$ cat config.mk
export PLATFORM = sky130hd
export DESIGN_NAME = button_debouncer
export DESIGN_NICKNAME = d
export VERILOG_FILES = /design/src/rtl/button_debouncer.sv
export SDC_FILE = /design/constraint.sdc
export NUM_CORES = 1
export LEC_CHECK = 0
export ABC_AREA = 1
export CAP_MARGIN = 15
export CORE_MARGIN = 5
export CORE_UTILIZATION = 59
export DETAILED_ROUTE_END_ITERATION = 8
export PLACE_DENSITY = 0.84
export SYNTH_ARGS = -nofsm -noshare
export SYNTH_HDL_FRONTEND = slang
export SYNTH_SLANG_ARGS = --single-unit
export TNS_END_PERCENT = 10
$ cat constraint.sdc
create_clock -name clk_i -period 2.1 [get_ports clk_i]
set_clock_uncertainty 0.15 [all_clocks]
set_input_delay 0.42 -clock clk_i [delete_from_list [all_inputs] [get_ports clk_i]]
set_output_delay 0.42 -clock clk_i [all_outputs]
set_load 0.02 [all_outputs]
$ cat src/rtl/button_debouncer.sv
// Debounces an active-low push-button: 2-flop synchronizer, stability counter, 4-state FSM.
// Long-press pulse detection is built only when BUTTON_DEBOUNCER_LONG_PRESS_EN is defined.
module button_debouncer #(
    parameter int unsigned DEBOUNCE_CYCLES = 500000,
    parameter int unsigned CNT_W           = 20,
    parameter int unsigned LONG_CYCLES     = 50000000,
    parameter int unsigned LONG_W          = 26
) (
    input  logic clk_i,
    input  logic rst_ni,
    input  logic button_ni,
    output logic button_no,
    output logic bouncing_o,
    output logic long_press_o
);

    // Bit 1 = accepted level is "pressed", bit 0 = qualifying a change.
    // Each output is therefore a single flop, with no decode glitches.
    typedef enum logic [1:0] {
        RELEASED    = 2'b00,
        ARM_PRESS   = 2'b01,
        PRESSED     = 2'b10,
        ARM_RELEASE = 2'b11
    } state_e;

    localparam logic [CNT_W-1:0] DEB_CNT = CNT_W'(DEBOUNCE_CYCLES);

    logic [1:0]       sync_q;
    logic             s;
    state_e           state_q, state_d;
    logic [CNT_W-1:0] cnt_q, cnt_d;

    always_ff @(posedge clk_i or negedge rst_ni) begin
        if (!rst_ni) sync_q <= 2'b11;
        else         sync_q <= {sync_q[0], button_ni};
    end

    assign s = sync_q[1];

    always_ff @(posedge clk_i or negedge rst_ni) begin
        if (!rst_ni) begin
            state_q <= RELEASED;
            cnt_q   <= '0;
        end else begin
            state_q <= state_d;
            cnt_q   <= cnt_d;
        end
    end

    always_comb begin
        state_d = state_q;
        cnt_d   = cnt_q;
        unique case (state_q)
            RELEASED: begin
                if (!s) begin
                    state_d = ARM_PRESS;
                    cnt_d   = CNT_W'(1);
                end
            end
            ARM_PRESS: begin
                if (s) begin
                    state_d = RELEASED;
                    cnt_d   = '0;
                end else if (cnt_q == DEB_CNT) begin
                    state_d = PRESSED;
                    cnt_d   = '0;
                end else begin
                    cnt_d   = cnt_q + CNT_W'(1);
                end
            end
            PRESSED: begin
                if (s) begin
                    state_d = ARM_RELEASE;
                    cnt_d   = CNT_W'(1);
                end
            end
            ARM_RELEASE: begin
                if (!s) begin
                    state_d = PRESSED;
                    cnt_d   = '0;
                end else if (cnt_q == DEB_CNT) begin
                    state_d = RELEASED;
                    cnt_d   = '0;
                end else begin
                    cnt_d   = cnt_q + CNT_W'(1);
                end
            end
        endcase
    end

    always_comb begin
        button_no  = ~state_q[1];
        bouncing_o = state_q[0];
    end

`ifdef BUTTON_DEBOUNCER_LONG_PRESS_EN
    localparam logic [LONG_W-1:0] LONG_MAX = LONG_W'(LONG_CYCLES);

    logic [LONG_W-1:0] long_q, long_inc;
    logic              long_pulse_q;

    assign long_inc = long_q + LONG_W'(1);

    // Counter holds through ARM_RELEASE so a bounce back to PRESSED keeps counting,
    // and saturates at LONG_MAX to give one pulse per press.
    always_ff @(posedge clk_i or negedge rst_ni) begin
        if (!rst_ni) begin
            long_q       <= '0;
            long_pulse_q <= 1'b0;
        end else begin
            long_pulse_q <= 1'b0;
            unique case (state_q)
                PRESSED: begin
                    if (long_q != LONG_MAX) begin
                        long_q       <= long_inc;
                        long_pulse_q <= (long_inc == LONG_MAX);
                    end
                end
                ARM_RELEASE: long_q <= long_q;
                default:     long_q <= '0;
            endcase
        end
    end

    assign long_press_o = long_pulse_q;
`else
    assign long_press_o = 1'b0;
`endif

endmodule
* Word-level counts from Yosys, hierarchy flattened
Index checks and enable logic that the tools add are counted.
** Cells by class
- Add/sub/neg operators :: 1
- Equal/unequal tests :: 8
- Muxes and demuxes :: 13
- Bitwise gates (word level) :: 1
- Reduce and logical (&&, ||, !) cells :: 3
** Operator list (count)
- 20-bit two-way mux :: 5
- 20-bit case mux with 4 select lines :: 1
- 20-bit by 1-bit adder with 20-bit output (second input constant) :: 1
- 20-bit by 19-bit == test with 1-bit output (second input constant) :: 1
- 2-bit two-way mux :: 6
- 2-bit case mux with 4 select lines :: 1
- 3-bit != test (second input constant) :: 2
- 2-bit == test (second input constant) :: 2
- 2-bit != test (second input constant) :: 2
- 4-bit AND reduction :: 1
- 2-bit by 1-bit == test with 1-bit output (second input constant) :: 1
- 2-bit logical NOT :: 1
- 2-bit AND reduction :: 1
- 1-bit inverter :: 1
** Storage, ports and cells
- Register bits :: 24
- Bits of input ports :: 3
- Output and inout bits :: 3
- Word-level logic and storage cells :: 29

* Logic depth before layout (Yosys ltp)
Gate-level depths: netlist of run 1.
- Word-level depth :: 4
- Mapped depth :: 10
- Mapped depth without buffers :: 10

* Worst setup path before layout of run 1
No wires, ideal clock.
- Path type :: register -> register
- Start point :: reg cnt_q[0]
- End point :: reg cnt_q[16]
- Setup time :: 0.121 ns
- Arrival :: 1.270 ns
- Required time :: 1.829 ns
- Slack :: 0.560 ns
- Cell stages (with the launch flop) :: 11
- Path buffers :: 1
- Clock period less this slack :: 1.540 ns
- Cells stage by stage :: dfrtp_1 inv_1 ha_1 nand2_1 nor2_1 nand2_2 nor2_4 nor2_4 buf_12 o211ai_2 nand2_2
** On the way
- Word-level cells in the longest chain between the ends :: 4
- Elaborated cells between the ends (all ways) :: 6
- Those cells by class :: 1 x add/sub; 1 x eq/ne; 4 x mux
** RTL lines
- start, declared :: RTL line 31 : logic [CNT_W-1:0] cnt_q, cnt_d;
- start signal, assigned :: RTL line 46 : cnt_q <= cnt_d;
- 20-bit by 1-bit adder with 20-bit output / 20-bit by 19-bit == test with 1-bit output (equally long branches)
- 20-bit two-way mux (*) :: RTL line 64, 81
- 20-bit two-way mux, on equally long branches :: RTL line 78, 61
- 20-bit case mux with 4 select lines (*) :: RTL line 53 : unique case (state_q)
Every way passes the cells marked *; elsewhere a longest branch is shown, timed or not.
A chain may end at the register's enable or synchronous reset.

==> results by group, run 1 <==
Global routing
  • Vias in the first global route: 1,215
  • Largest net degree at the start of global routing: 25
  • GR Util All Layers: 18.3%
  • Global-route wire length before repair: between 5000 and 6000 um
  • Number of antenna violations at the first check in global routing: 0
  • Grt ovf: 0

Timing
  • Maximum clock frequency: 0.502 GHz
  • Hold Fails Final Rpt: 0
  • Final setup TNS: 0 ps
  • Fin crit share: a little over nine tenths
  • Hold Slack: 218 ps
  • Final Setup Violations: 0
  • Pins over their slew limit: 0
  • Slew HR: 63.1%
  • Minimum clock period: 1990 ps
  • Slew @ Worst Pin: 549 ps
  • RSZ-0062 raised after global routing: no

Synth
  • Cell area after synthesis: 1500 um2
  • Yosys reg bits: 24
  • YS warnings: 0
  • Cells after Synth: 183
  • Distinct cells, synth: 30
  • Sequential area share after synthesis: between 40% and 50%
  • Post-Syn Area per Cell: 8.18 um2
  • Syn_nets: ~190

Floorplanning
  • Top-Level Pins: 6
  • Die height: 60.4 um
  • Initial core utilization: 61.0%
  • Die width: approximately 60 um
  • Die ar.: 3640 um2
  • Total core area: 2450 um2
  • Num rows: 18

Worst setup path
  • Worst EP required: 1530 ps
  • Delay-heaviest family, CP: buffers and inverters
  • Max stage delay on crit path: 590 ps
  • Worst path cell trace: inv_1, clkdlybuf4s50_1
  • Critical Path AT: 1420 ps
  • CP max-delay cell: clkdlybuf4s50_1
  • CP max FO: 3
  • Setup Crit Path Kind: register to output pin
  • CP endpoint kind: output pin
  • CP startpoint kind: register
  • Worst path bufs/invs: 2

Route
  • DRT Pass-1 Iters: 4
  • DR vias: 1,220
  • Initial detailed-routing violation count: 30
  • ANT nets after route: 0
  • DRC viols: 0
  • Wirelength, routed: around 2800 um
  • Vias per inst: 5.57
  • Wire per inst: 12.7 um

Placed design
  • Routability Congestion: around 0.79
  • Cells after DPL: approximately 220
  • Post-DP HPWL: between 2000 and 2500 um
  • Port Buf Inserts: 4
  • Placed cell area: 1540 um2

Layout
  • Post-route insts no fill: 219
  • Layout Nets: 195
  • Commonest non-fill, non-tap cell in the layout: nand2_1
  • Most frequent cells in the layout: 45 x nand2_1, 23 x inv_1, 21 x dfrtp_1, 13 x nor2_1
  • Layout area overhead: 6.69%
  • Final instance area: roughly 1600 um2
  • Antenna Cells: 0
  • Share of cells above drive strength 1: between 20% and 30%

Min path
  • HP Class: register to register

Power and ir drop
  • VDD IR max: approximately 0.0010 V
  • Static leakage: 0.000671 uW
  • Pwr per Cell Area: 841 nW/um2
  • Total power: 1340 uW

Clock tree
  • Clk Tree Root Cell: clkbuf_4
  • Htree depth: 1
  • Cts hold-fix bufs: 0
  • Longest Clk Path Bufs: 2
  • Skew-Pair Late Insertion Delay: 320 ps
  • CTS buffer count: 3
  • Clk sinks: 24
  • Worst-path clk slew: 140 ps
  • TritonCTS clock tree: yes

Outcome
  • Status: finished, final reports clean

Flow run
  • Max Cap Viol: 0
==> cells in the mapped netlist (all sizes together) <==
master  number  share of area (%)
or2          1               0.42
o22ai        8                3.3
nor3         2               0.67
buf          3                2.6
dfrtp       22                 37
nand2       50                 13
ha           2                1.7
a21oi        3                1.3
o21bai       1               0.75
a31oi        1               0.42
xor2         6                3.5
nor2        22                8.4
inv         26                6.5
o21ai       12                5.3
dfstp        2                3.5
nand4        4                1.7
conb         1               0.25
nand3       15                7.7
o211ai       1               0.84
xnor2        1                1.1
==> area by class of cell <==
type	instances	area [um2]
fill	209	858
multi-input combinational	130	757
sequential	24	604
inverter	26	97.6
timing repair buffer	5	47.5
tap	30	37.5
clock inverter	1	30.0
clock buffer	3	22.5
==> cell families (layout without fill, tap and decap cells) <==
| family | after synthesis | in the layout | share of synthesized area [%] |
|---|---|---|---|
| adder cells (fa/ha/maj) | 2 | 2 | 1.67 |
| buffers and inverters | 29 | 35 | 9.11 |
| AO/OA/AOI/OAI | 26 | 26 | 11.9 |
| other | 1 | 1 | 0.251 |
| flip-flops | 24 | 24 | 40.3 |
| XOR/XNOR | 7 | 7 | 4.60 |
| AND/OR/NAND/NOR | 94 | 94 | 32.2 |
==> state kept, by name (all words and copies together) (netlist names), named ones only <==
name,cells
cnt_q,20
state_q,1
sync_q,2
==> worst reg2reg max path: cells and delay by family, from the launching register on <==
kind / cells / cell delay (ps)
compound gates: 1 / 160
flops: 1 / 400
simple gates: 6 / 790
fa+ha+maj: 1 / 160
==> through the flow <==
stage | utilization, % | worst slack, ps
6_report | 65.0 | 108
5_1_grt | 65.0 | 26.5
2_1_floorplan | - | 560
3_5_place_dp | 62.8 | 355
3_3_place_gp | 62.8 | 438
4_1_cts | 65.0 | 59.3
==> timing repair <==
item,CTS,global route
endpoints found under the setup margin,0,1
setup buffers,0,0
gates resized for setup,0,1
==> power by group <==
group / internal, uW / switching (uW) / leakage [uW]
sequential: 509 / 46.8 / 0.000320
clock: 193 / 142 / 0.0000279
combinational: 151 / 302 / 0.000323
==> routing by layer <==
layer | vias to the layer above | global-route usage (%) | part of all wire, %
li1 | 597 | - | -
met1 | 596 | 22.6 | 43
met2 | 20 | 32.7 | 52
met3 | 7 | 1.91 | 3.1
met4 | 0 | 6.96 | 1.9
met5 | - | 0 | 0
==> path summary, 6_finish.rpt <==
path,startpoint,end,slack [ps],depth (start not counted)
max in group asynchronous,rst_ni,sync_q[0],1230,2
worst min register to register,sync_q[0],sync_q[1],220,0
worst max register to register,cnt_q[0],cnt_q[16],340,8
worst max-delay path,register,button_no,110,2
min in group asynchronous,rst_ni,cnt_q[6],290,2
worst min-delay path,sync_q[0],sync_q[1],220,0
Power figures use the tool's default switching activity.
==> run 2, diff against run 1 <==
--- a/config.mk
+++ b/config.mk
@@ -11,6 +11,8 @@
 export CORE_UTILIZATION = 59
 export DETAILED_ROUTE_END_ITERATION = 8
 export PLACE_DENSITY = 0.84
+export SETUP_SLACK_MARGIN = 0.1
+export SKIP_CTS_REPAIR_TIMING = 1
 export SYNTH_ARGS = -nofsm -noshare
 export SYNTH_HDL_FRONTEND = slang
 export SYNTH_SLANG_ARGS = --single-unit
==> results by group, run 2 (synthesis results as in run 1) <==
Worst setup path
  • CP max FO: 5
  • FF-to-FF setup slack: approximately 340 ps
  • CP max-delay cell: clkdlybuf4s50_1
  • Setup Crit Path Kind: register to output pin
  • Max stage delay on crit path: 620 ps
  • Critical Path AT: approximately 1400 ps
  • Worst path cell trace: clkdlybuf4s50_1
  • CP endpoint kind: output pin
  • Worst Setup SP: state_q[0]
  • Delay-heaviest family, CP: buffers and inverters
  • End of the worst register-to-register path: cnt_q[16]
  • R2R cell count: 8
  • CP startpoint kind: register
  • Worst EP required: 1530 ps
  • Worst path bufs/invs: 1
  • Launch point of the worst reg-to-reg path: cnt_q[0]

Power and ir drop
  • Sequential Power Share: 41.4%
  • Static leakage: 0.000678 uW
  • P_sw: 490 uW
  • VDD IR max: 0.00101 V
  • Power share of the combinational group: 33.6%
  • Sw frac: 36.6%
  • Total power: 1340 uW
  • Cell internal pwr: 850 uW
  • Pwr per Cell Area: 838 nW/um2
  • Power share of the clock group: 25.0%

Timing
  • Final Setup Violations: 0
  • Pins over their slew limit: 0
  • Maximum clock frequency: approximately 0.51 GHz
  • Fin crit share: 93.4%
  • Final setup TNS: 0 ps
  • Slew @ Worst Pin: between 500 and 600 ps
  • Final WS setup: 139 ps
  • Hold Slack: 218 ps
  • RSZ-0062 raised after global routing: yes
  • Slew HR: between 60% and 70%
  • Hold Fails Final Rpt: 0
  • Minimum clock period: 1960 ps

Floorplanning
  • Top-Level Pins: 6
  • Die height: 60.4 um
  • Num rows: 18
  • Initial core utilization: 61.0%
  • Total core area: 2450 um2
  • Die width: 60.4 um
  • Die ar.: 3640 um2

Min path
  • Hold wc startpoint: sync_q[0]
  • HP Class: register to register
  • Worst Hold Depth: 0
  • Hold endpoint: sync_q[1]

Flow run
  • Max Cap Viol: 0

Route
  • Wire length on met1: 1190 um
  • Met2 WL: roughly 1400 um
  • DR vias: 1,221
  • Met3 WL: 94 um
  • ANT nets after route: 0
  • Uppermost layer routed: met4
  • Initial detailed-routing violation count: 30
  • DRC viols: 0
  • Vias per inst: 5.58
  • DRT Pass-1 Iters: 4
  • Wirelength, routed: 2790 um
  • Wire per inst: 12.7 um

Clock tree
  • Longest Clk Path Bufs: 2
  • Htree depth: 1
  • TritonCTS clock tree: yes
  • Clk Tree Root Cell: clkbuf_4
  • Skew-Pair Late Insertion Delay: roughly 320 ps
  • Worst-path clk slew: between 100 and 150 ps
  • CTS buffer count: 3
  • Clk sinks: 24

Layout
  • Final Core Density: 65.1%
  • Antenna Cells: 0
  • Fill cells: 208
  • Flip-flop and latch area: a little over 600 um2
  • Share of cells above drive strength 1: 22.8%
  • Area of the multi-input gates: 757 um2
  • Most frequent cells in the layout: 45 x nand2_1, 23 x inv_1, 21 x dfrtp_1, 13 x nor2_1
  • Biggest register: cnt_q
  • Layout area overhead: 6.86%
  • Regs by FF count: cnt_q (20), sync_q (2), state_q (1)
  • Layout Nets: 195
  • Commonest non-fill, non-tap cell in the layout: nand2_1
  • Largest register FFs: 20

Global routing
  • Grt ovf: 0
  • Vias in the first global route: 1,215
  • Largest net degree at the start of global routing: 25
  • GR Util All Layers: 18.3%
  • Global-route wire length before repair: 5050 um
  • Number of antenna violations at the first check in global routing: 0

Placed design
  • Port Buf Inserts: 4
  • DP Worst Slack: 355 ps
  • Post-DP HPWL: 2090 um
  • Routability Congestion: 0.793

Outcome
  • Status: finished, final reports clean
[run 2: changes by cell type in the layout (fill, tap and decap cells not counted)]
| cell | previous run | this run |
|---|---|---|
| dlymetal6s2s_1 | 0 | 1 |
| clkdlybuf4s50_1 | 4 | 3 |
[run 2: area by class of cell]
class                      instances  share of cell area [%]
inverter                          26                    6.10
sequential                        24                    37.8
multi-input combinational        130                    47.3
clock inverter                     1                    1.88
clock buffer                       3                    1.41
timing repair buffer               5                    3.13
tap                               30                    2.35
[run 2: metrics by stage]
step | instances | instance area (um2)
6_report | 219 | 1600
5_1_grt | 219 | 1600
4_1_cts | 219 | 1600
3_5_place_dp | 215 | 1540
3_3_place_gp | 215 | 1540
2_1_floorplan | 183 | 1500
[run 2: power groups by stage]
stage | Clock (uW) | Sequential, uW | Combinational [uW]
4_1_cts | 341 | 554 | 459
5_1_grt | 368 | 565 | 497
3_5_place_dp | 0 | 563 | 457
6_report | 335 | 555 | 450
3_3_place_gp | 0 | 560 | 439
2_1_floorplan | 0 | 568 | 388
[run 2: worst max-delay path by stage]
stage / slack, ps / depth (start not counted) / endpoint
after floorplan: 560 / 10 / cnt_q[16]
after global placement: 440 / 10 / register
after detailed placement: 350 / 10 / register
after CTS: 60 / 1 / bouncing_o
after global routing: 70 / 1 / bouncing_o
final: 140 / 1 / bouncing_o
[run 2: per-layer routing]
metal | GRT usage (%) | up-vias
li1 | - | 597
met1 | 22.6 | 597
met2 | 32.7 | 20
met3 | 1.91 | 7
met4 | 6.96 | 0
met5 | 0 | -
